[src/rtl/barrett_cs_finalizer.sv]
// Barrett carry-save finalizer: chunked carry-propagate add, m-bit guard drop, bounded
// conditional subtraction of M. Optional status output guarded by BARRETT_FIN_STATUS_EN.
module barrett_cs_finalizer #(
   parameter int n    = 24,
   parameter int m    = 4,
   parameter int CW   = 8,
   parameter int NSUB = 2
) (
   input  logic              CLK,
   input  logic              RST,
   input  logic              in_valid,
   output logic              in_ready,
   input  logic [n+m+11:0]   in_zs,
   input  logic [n+m+11:0]   in_zc,
   input  logic [n-1:0]      in_m,
   output logic              out_valid,
   input  logic              out_ready,
   output logic [n-1:0]      out_z
`ifdef BARRETT_FIN_STATUS_EN
   ,
   output logic              out_err
`endif
);

   localparam int W    = n + m + 12;
   localparam int NCH  = (W + CW - 1) / CW;
   localparam int PW   = NCH * CW;
   localparam int ZW   = n + m + 2;
   localparam int IW   = (NCH > 1) ? $clog2(NCH) : 1;
   localparam int CNTW = $clog2(NSUB + 1);

   typedef enum logic [1:0] {IDLE, ADD, SUB, DONE} state_t;

   state_t            state, state_nxt;
   logic [PW-1:0]     a_r, b_r, s_r, s_next;
   logic              carry;
   logic [IW-1:0]     idx;
   logic [n-1:0]      m_r;
   logic [ZW-1:0]     z_r, m_ext;
   logic [CNTW-1:0]   cnt;
   logic [CW:0]       sum_chunk;
   logic              last_chunk, z_ge, do_sub, accept;
   logic              unused_bits;

   // Operands shift right one chunk per cycle; sums shift in from the top so that
   // after NCH cycles s_next holds the full resolved word.
   assign sum_chunk  = {1'b0, a_r[CW-1:0]} + {1'b0, b_r[CW-1:0]} + {{CW{1'b0}}, carry};
   assign s_next     = {sum_chunk[CW-1:0], s_r[PW-1:CW]};
   assign last_chunk = (idx == IW'(NCH - 1));
   assign m_ext      = {{(ZW-n){1'b0}}, m_r};
   assign z_ge       = (z_r >= m_ext);
   // M=0 would otherwise satisfy Z>=M forever; treat it as "nothing to subtract"
   assign do_sub     = (m_r != '0) && z_ge && (cnt < CNTW'(NSUB));
   assign accept     = in_valid && in_ready;
   assign unused_bits = ^s_next;

   always_ff @(posedge CLK or negedge RST) begin
      if (!RST) state <= IDLE;
      else      state <= state_nxt;
   end

   always_comb begin
      state_nxt = state;
      case (state)
         IDLE: if (accept)     state_nxt = ADD;
         ADD:  if (last_chunk) state_nxt = SUB;
         SUB:  if (!do_sub)    state_nxt = DONE;
         DONE: if (out_ready)  state_nxt = IDLE;
         default:              state_nxt = IDLE;
      endcase
   end

   always_comb begin
      in_ready  = (state == IDLE) && RST;
      out_valid = (state == DONE);
   end

   always_ff @(posedge CLK or negedge RST) begin
      if (!RST) begin
         a_r   <= '0;
         b_r   <= '0;
         s_r   <= '0;
         carry <= 1'b0;
         idx   <= '0;
         m_r   <= '0;
         z_r   <= '0;
         cnt   <= '0;
         out_z <= '0;
      end else begin
         case (state)
            IDLE: if (accept) begin
               a_r   <= PW'(in_zs);
               b_r   <= PW'(in_zc);
               m_r   <= in_m;
               carry <= 1'b0;
               idx   <= '0;
               cnt   <= '0;
            end
            ADD: begin
               a_r   <= a_r >> CW;
               b_r   <= b_r >> CW;
               s_r   <= s_next;
               carry <= sum_chunk[CW];
               idx   <= idx + IW'(1);
               if (last_chunk) z_r <= s_next[m +: ZW];
            end
            SUB: begin
               if (do_sub) begin
                  z_r <= z_r - m_ext;
                  cnt <= cnt + CNTW'(1);
               end else begin
                  out_z <= z_r[n-1:0];
               end
            end
            default: ;
         endcase
      end
   end

`ifdef BARRETT_FIN_STATUS_EN
   always_ff @(posedge CLK or negedge RST) begin
      if (!RST) begin
         out_err <= 1'b0;
      end else if (state == SUB && !do_sub) begin
         out_err <= ((m_r != '0) && z_ge) || (z_r[ZW-1:n] != '0);
      end else if (state == DONE && out_ready) begin
         out_err <= 1'b0;
      end
   end
`endif

endmodule

[config.mk]
export PLATFORM = sky130hd
export DESIGN_NAME = barrett_cs_finalizer
export DESIGN_NICKNAME = d
export VERILOG_FILES = /design/src/rtl/barrett_cs_finalizer.sv
export SDC_FILE = /design/constraint.sdc
export NUM_CORES = 1
export LEC_CHECK = 0
export CORE_UTILIZATION = 50
export DETAILED_ROUTE_END_ITERATION = 16
export PLACE_DENSITY_LB_ADDON = 0.3
export RECOVER_POWER = 50
export SYNTH_ARGS = -nofsm -noshare
export SYNTH_HDL_FRONTEND = slang
export SYNTH_SLANG_ARGS = --single-unit
[constraint.sdc]
create_clock -name CLK -period 3.2 [get_ports CLK]
set_clock_uncertainty 0.15 [all_clocks]
set_input_delay 0.64 -clock CLK [delete_from_list [all_inputs] [get_ports CLK]]
set_output_delay 0.64 -clock CLK [all_outputs]
set_load 0.02 [all_outputs]
* After elaboration in Yosys (flattened, before gate mapping)
Index checks and enable logic that the tools add are counted.
** Cells by class
- $add $sub $neg :: 5
- $lt $le $gt $ge :: 2
- Equal/unequal tests :: 9
- Muxes and demuxes :: 19
- Bitwise operators :: 1
- Reduce and logical (&&, ||, !) cells :: 15
** Operator list (count)
- case mux 40 bit (2 select lines) :: 2
- 2-to-1 mux 40 bit :: 2
- 2-to-1 mux 30 bit :: 2
- case mux 30 bit (2 select lines) :: 1
- greater-or-equal comparator 30 x 24 -> 1 bit :: 1
- subtractor 30 x 24 -> 30 bit :: 1
- nonzero test 24 bit :: 1
- 2-to-1 mux 2 bit :: 6
- adder 8 x 8 -> 9 bit :: 1
- adder 9 x 1 -> 9 bit :: 1
- inequality test 2 bit (second input constant) :: 4
- case mux 2 bit (4 select lines) :: 1
- case mux 3 bit (2 select lines) :: 1
- AND reduction 2 bit :: 3
- AND reduction 3 bit :: 2
- nonzero test 2 bit :: 3
- == test 2 bit (second input constant) :: 2
- logical AND 1 bit :: 4
- case mux 2 bit (2 select lines) :: 1
- AND reduction 4 bit :: 1
- adder 3 x 1 -> 3 bit (second input constant) :: 1
- == test 3 bit (second input constant) :: 1
- 2-to-1 mux 3 bit :: 1
- adder 2 x 1 -> 2 bit (second input constant) :: 1
- 7 further kinds :: 7
** Word-level totals
- Register bits :: 206
- Input bits :: 108
- Output and inout bits :: 26
- Logic and storage cells :: 61

* Longest topological paths before layout
- Word-level depth :: 5
- Gate-level depth with buffers :: 15

* Least setup slack after synthesis
OpenSTA, ideal clock, no wires.
- Path kind :: flip-flop to flip-flop
- Start point :: reg z_r[0]
- End point :: reg out_z[10]
- Library setup time :: 0.125 ns
- Arrival :: 2.646 ns
- Data required time :: 2.925 ns
- Path slack :: 0.279 ns
- Cell stages (with the launch flop) :: 13
- Path buffers :: 2
- Clock period less this slack :: 2.921 ns
- Cells stage by stage :: dfrtp_1 inv_1 ha_1 inv_1 fa_1 a21oi_1 o211ai_1 a22oi_1 o211ai_1 a311o_2 buf_6 buf_4 mux2_2
** On the way
- Longest elaborated chain between the ends :: 5
** Ends and longest elaborated chain
- start, declared :: line 39 : logic [ZW-1:0] z_r, m_ext;
- start signal, assigned :: line 105 : if (last_chunk) z_r <= s_next[m +: ZW];
- start signal, assigned :: line 109 : z_r <= z_r - m_ext;
- greater-or-equal comparator 30 x 24 -> 1 bit :: line 51 : assign z_ge = (z_r >= m_ext);
- logical AND 1 bit (2 in series) :: line 53 : assign do_sub = (m_r != '0) && z_ge && (cnt < CNTW'(NSUB));
- inverter 1 bit (no line)
- AND reduction 2 bit (no line)
- end signal, assigned :: line 112 : out_z <= z_r[n-1:0];
- end, declared :: line 18 : output logic [n-1:0] out_z
Every way passes these cells.
A chain may end at the register's enable or synchronous reset.

* Final worst setup path
- Start point :: reg m_r[22]
- End point :: reg out_z[9]
** On the way
- Longest elaborated chain between the ends :: 5
- Elaborated cells between the ends (all ways) :: 6
** Ends and longest elaborated chain
- start, declared :: line 38 : logic [n-1:0] m_r;
- start signal, assigned :: line 94 : m_r <= in_m;
- greater-or-equal comparator 30 x 24 -> 1 bit / nonzero test 24 bit (equally long branches) :: line 51, 53
- logical AND 1 bit (*) (2 in series) :: line 53
- inverter 1 bit (no line) (*)
- AND reduction 2 bit (no line) (*)
Mark *: on every way between the ends. The rest lies on a longest branch, timed or not.

==> metrics.cfg <==
[run_status]
outcome=complete, but fails checks
violations_in_the_final_reports=capacitance limit, slew limit

[cts]
clk_transition_reported_paths_ns=0.07
cts-resized-gates=0
clockRootBuffer=clkbuf_16
tritoncts=yes
maximum_count_of_clock_buffers_along_a_single_path=2
postCtsSetupBuffers=0
clock_latency_ns=0.44
cts_sinks=194
cts_hold_buffers=0
cts-htree-levels=4
cts_buffers=17

[die]
die_h_um=144.1
floorplan.die.width_um=144.1
number_of_top_level_design_ports=134
start_util=0.5134
design.core.area_mm2=0.01965
fp.dieArea_mm2=0.02075
placement_rows=51

[yosys]
postSynthCellCount=976
synthDominantCellAreaShare=0.4811
post_synth.cell_area_avg_um2=10.34
synthesis.area_mm2=0.01009
flip_flop_cell_with_the_highest_count_after_synthesis=dfrtp_1
netlist-cell-type-count=56
count_of_flip_flops_with_a_built_in_enable_after_synthesis=0
synth_top_cells_by_area=dfrtp_1 (48%), mux2i_1 (8.3%), mux2_2 (7.9%)
yosys.area.top_type=dfrtp_1
seq_area_frac_synth=0.4811
synth.net_count=1124
async_flop_share=1.000
yosys_register_bits=194
yosys_warnings=0

[pwr]
worst_ir_drop_vdd_v=0.0004875
ratio_of_total_power_to_cell_area_mw_per_mm2=1142
design_power_total_mw=14.12
power.static_leakage_nw=5.478

[timing]
final_period_minus_worst_setup_slack_ns=3.033
timing.fmax_mhz=329.7
final-hold-violation-count=0
timing_max_transition_violations_final=132
timing.final.crit_share=0.9480
setup-tns-final_ns=0
grt_setup_unrepaired=true
finalSetupViolations=0
max-slew-margin-rel=-0.2115
worst_slew_pin_slew_ns=1.817
whs_ns=0.3330
layout_setup_ws_ns=0.1665

[routing]
drc=0
dr_total_vias=7454
post_drt_wl_per_cell_um=16.96
antenna_left=0
drt_wl_total_um=23420
drt-initial-drc-count=377
drt_pass1_iterations=5
avgViaCountPerCell=5.398

[global_route]
maximum_number_of_pins_on_one_net_before_global_route_repair=132
via_count_of_the_first_global_routing_pass=7557
globalRouteOverflowTotal=0
antenna_violations_before_repair=0
total_grt_usage=0.2447
first_pass_grt_wire_length_um=38740

[placed_design]
placed_cells_incl_taps=1349
input_output_buffers=133
routabilityCongestion=0.9525
dp.final_hpwl_um=17060
post-place-ws_ns=0.1046
placed_cell_area_mm2=0.01177

[setup_path]
setup.worst_path.end_class=flip-flop
arrival_ns=3.21
worstSetupPathType=reg2reg
critPathMaxFanout=12
crit_path_start_kind=flip-flop
r2r_slack_ns=0.17
timing.critical_path.required_ns=3.37

[cells_and_area]
antenna-diode-count=0
fillerInstances=1671
final_area_mm2=0.01236
post_route_cells_drive_above_1_share=0.1362
final_core_util=0.6291
area_growth_pct=22.53
net_count_of_the_finished_layout=1251
finalNonFillerCells=1381

[run]
max_cap_viol_count=1

[worst_hold_path]
hold_path_class=reg2reg

## cell type report
class | instances | area, um2 | area share
Clock buffer | 18 | 439.2 | 0.03552
Clock inverter | 14 | 156.4 | 0.01265
Inverter | 48 | 180.2 | 0.01457
Multi-Input combinational cell | 679 | 4823 | 0.3901
Sequential cell | 194 | 4855 | 0.3926
Tap cell | 265 | 331.6 | 0.02682
Timing Repair Buffer | 163 | 1579 | 0.1277
## cell usage in the layout (no fill, tap or decap), types with 22 or more instances in the layout
master,n
o21ai_0,103
clkdlybuf4s50_1,122
a21oi_1,58
nor2_1,31
nand2_1,130
dfrtp_1,194
ha_1,36
xnor2_1,22
buf_4,26
inv_1,47
mux2_2,71
mux2i_1,84
## flip-flops by register name, summed over array words and instances, names as in the netlist
signal and count:
a_r 40, b_r 40, carry 1, cnt 2
idx 3, m_r 24, out_z 24, s_r 28
state 2, z_r 30
## cell usage after synthesis (all sizes together) (10+ instances only)
cell type    n
a21oi       60
a22o        17
buf         26
clkbuf      29
dfrtp      194
ha          37
inv         47
mux2        71
mux2i       84
nand2      131
nor2        31
nor3        10
o21ai      114
xnor2       22
## kinds of logic after synthesis
family                   count (synthesis)  synth area share
AO/OA/AOI/OAI                          240            0.1407
buffers and inverters                  103           0.04464
multiplexers                           155            0.1626
flip-flops                             194            0.4811
AND/OR/NAND/NOR                        219           0.09746
adder cells (fa/ha/maj)                 40           0.05183
XOR/XNOR                                25           0.02170
## final timing paths
| check | cells after the start | endpoint | from |
|---|---|---|---|
| worst max-delay path | 9 | out_z[9]$_DFFE_PN0P_ | m_r[22]$_DFFE_PN0P_ |
| worst min-delay path | 2 | b_r[31]$_DFFE_PN0P_ | b_r[31]$_DFFE_PN0P_ |
| max in group asynchronous | 3 | s_r[27]$_DFFE_PN0P_ | RST |
| worst min register to register | 2 | b_r[31]$_DFFE_PN0P_ | b_r[31]$_DFFE_PN0P_ |
| min in group asynchronous | 2 | z_r[17]$_DFFE_PN0P_ | RST |
| worst max register to register | 9 | out_z[9]$_DFFE_PN0P_ | m_r[22]$_DFFE_PN0P_ |
## layer usage
metal / part of all wire / vias to the layer above / track usage
met1: 0.45 / 3532 / 0.3177
li1: - / 3691 / -
met3: 0.055 / 35 / 0.06060
met5: 0 / - / 0
met4: 0.023 / 0 / 0.08175
met2: 0.47 / 196 / 0.3992
## worst max-delay path: stages (launching register included)
cell and delay, ns:
dfrtp_1 0.37, inv_1 0.06, ha_1 0.35, and2_2 0.24, or3b_1 0.42, or3_1 0.38, a21oi_2 0.20, a311o_2 0.18
buf_4 0.22, mux2_2 0.36
## power by group
group | internal (mW) | switching [mW] | total [mW] | leakage (nW)
combinational | 3.45 | 4.05 | 7.50 | 2.78
sequential | 3.61 | 0.869 | 4.48 | 2.40
clock | 1.08 | 1.06 | 2.14 | 0.290
(Power assumes the default switching activity.)
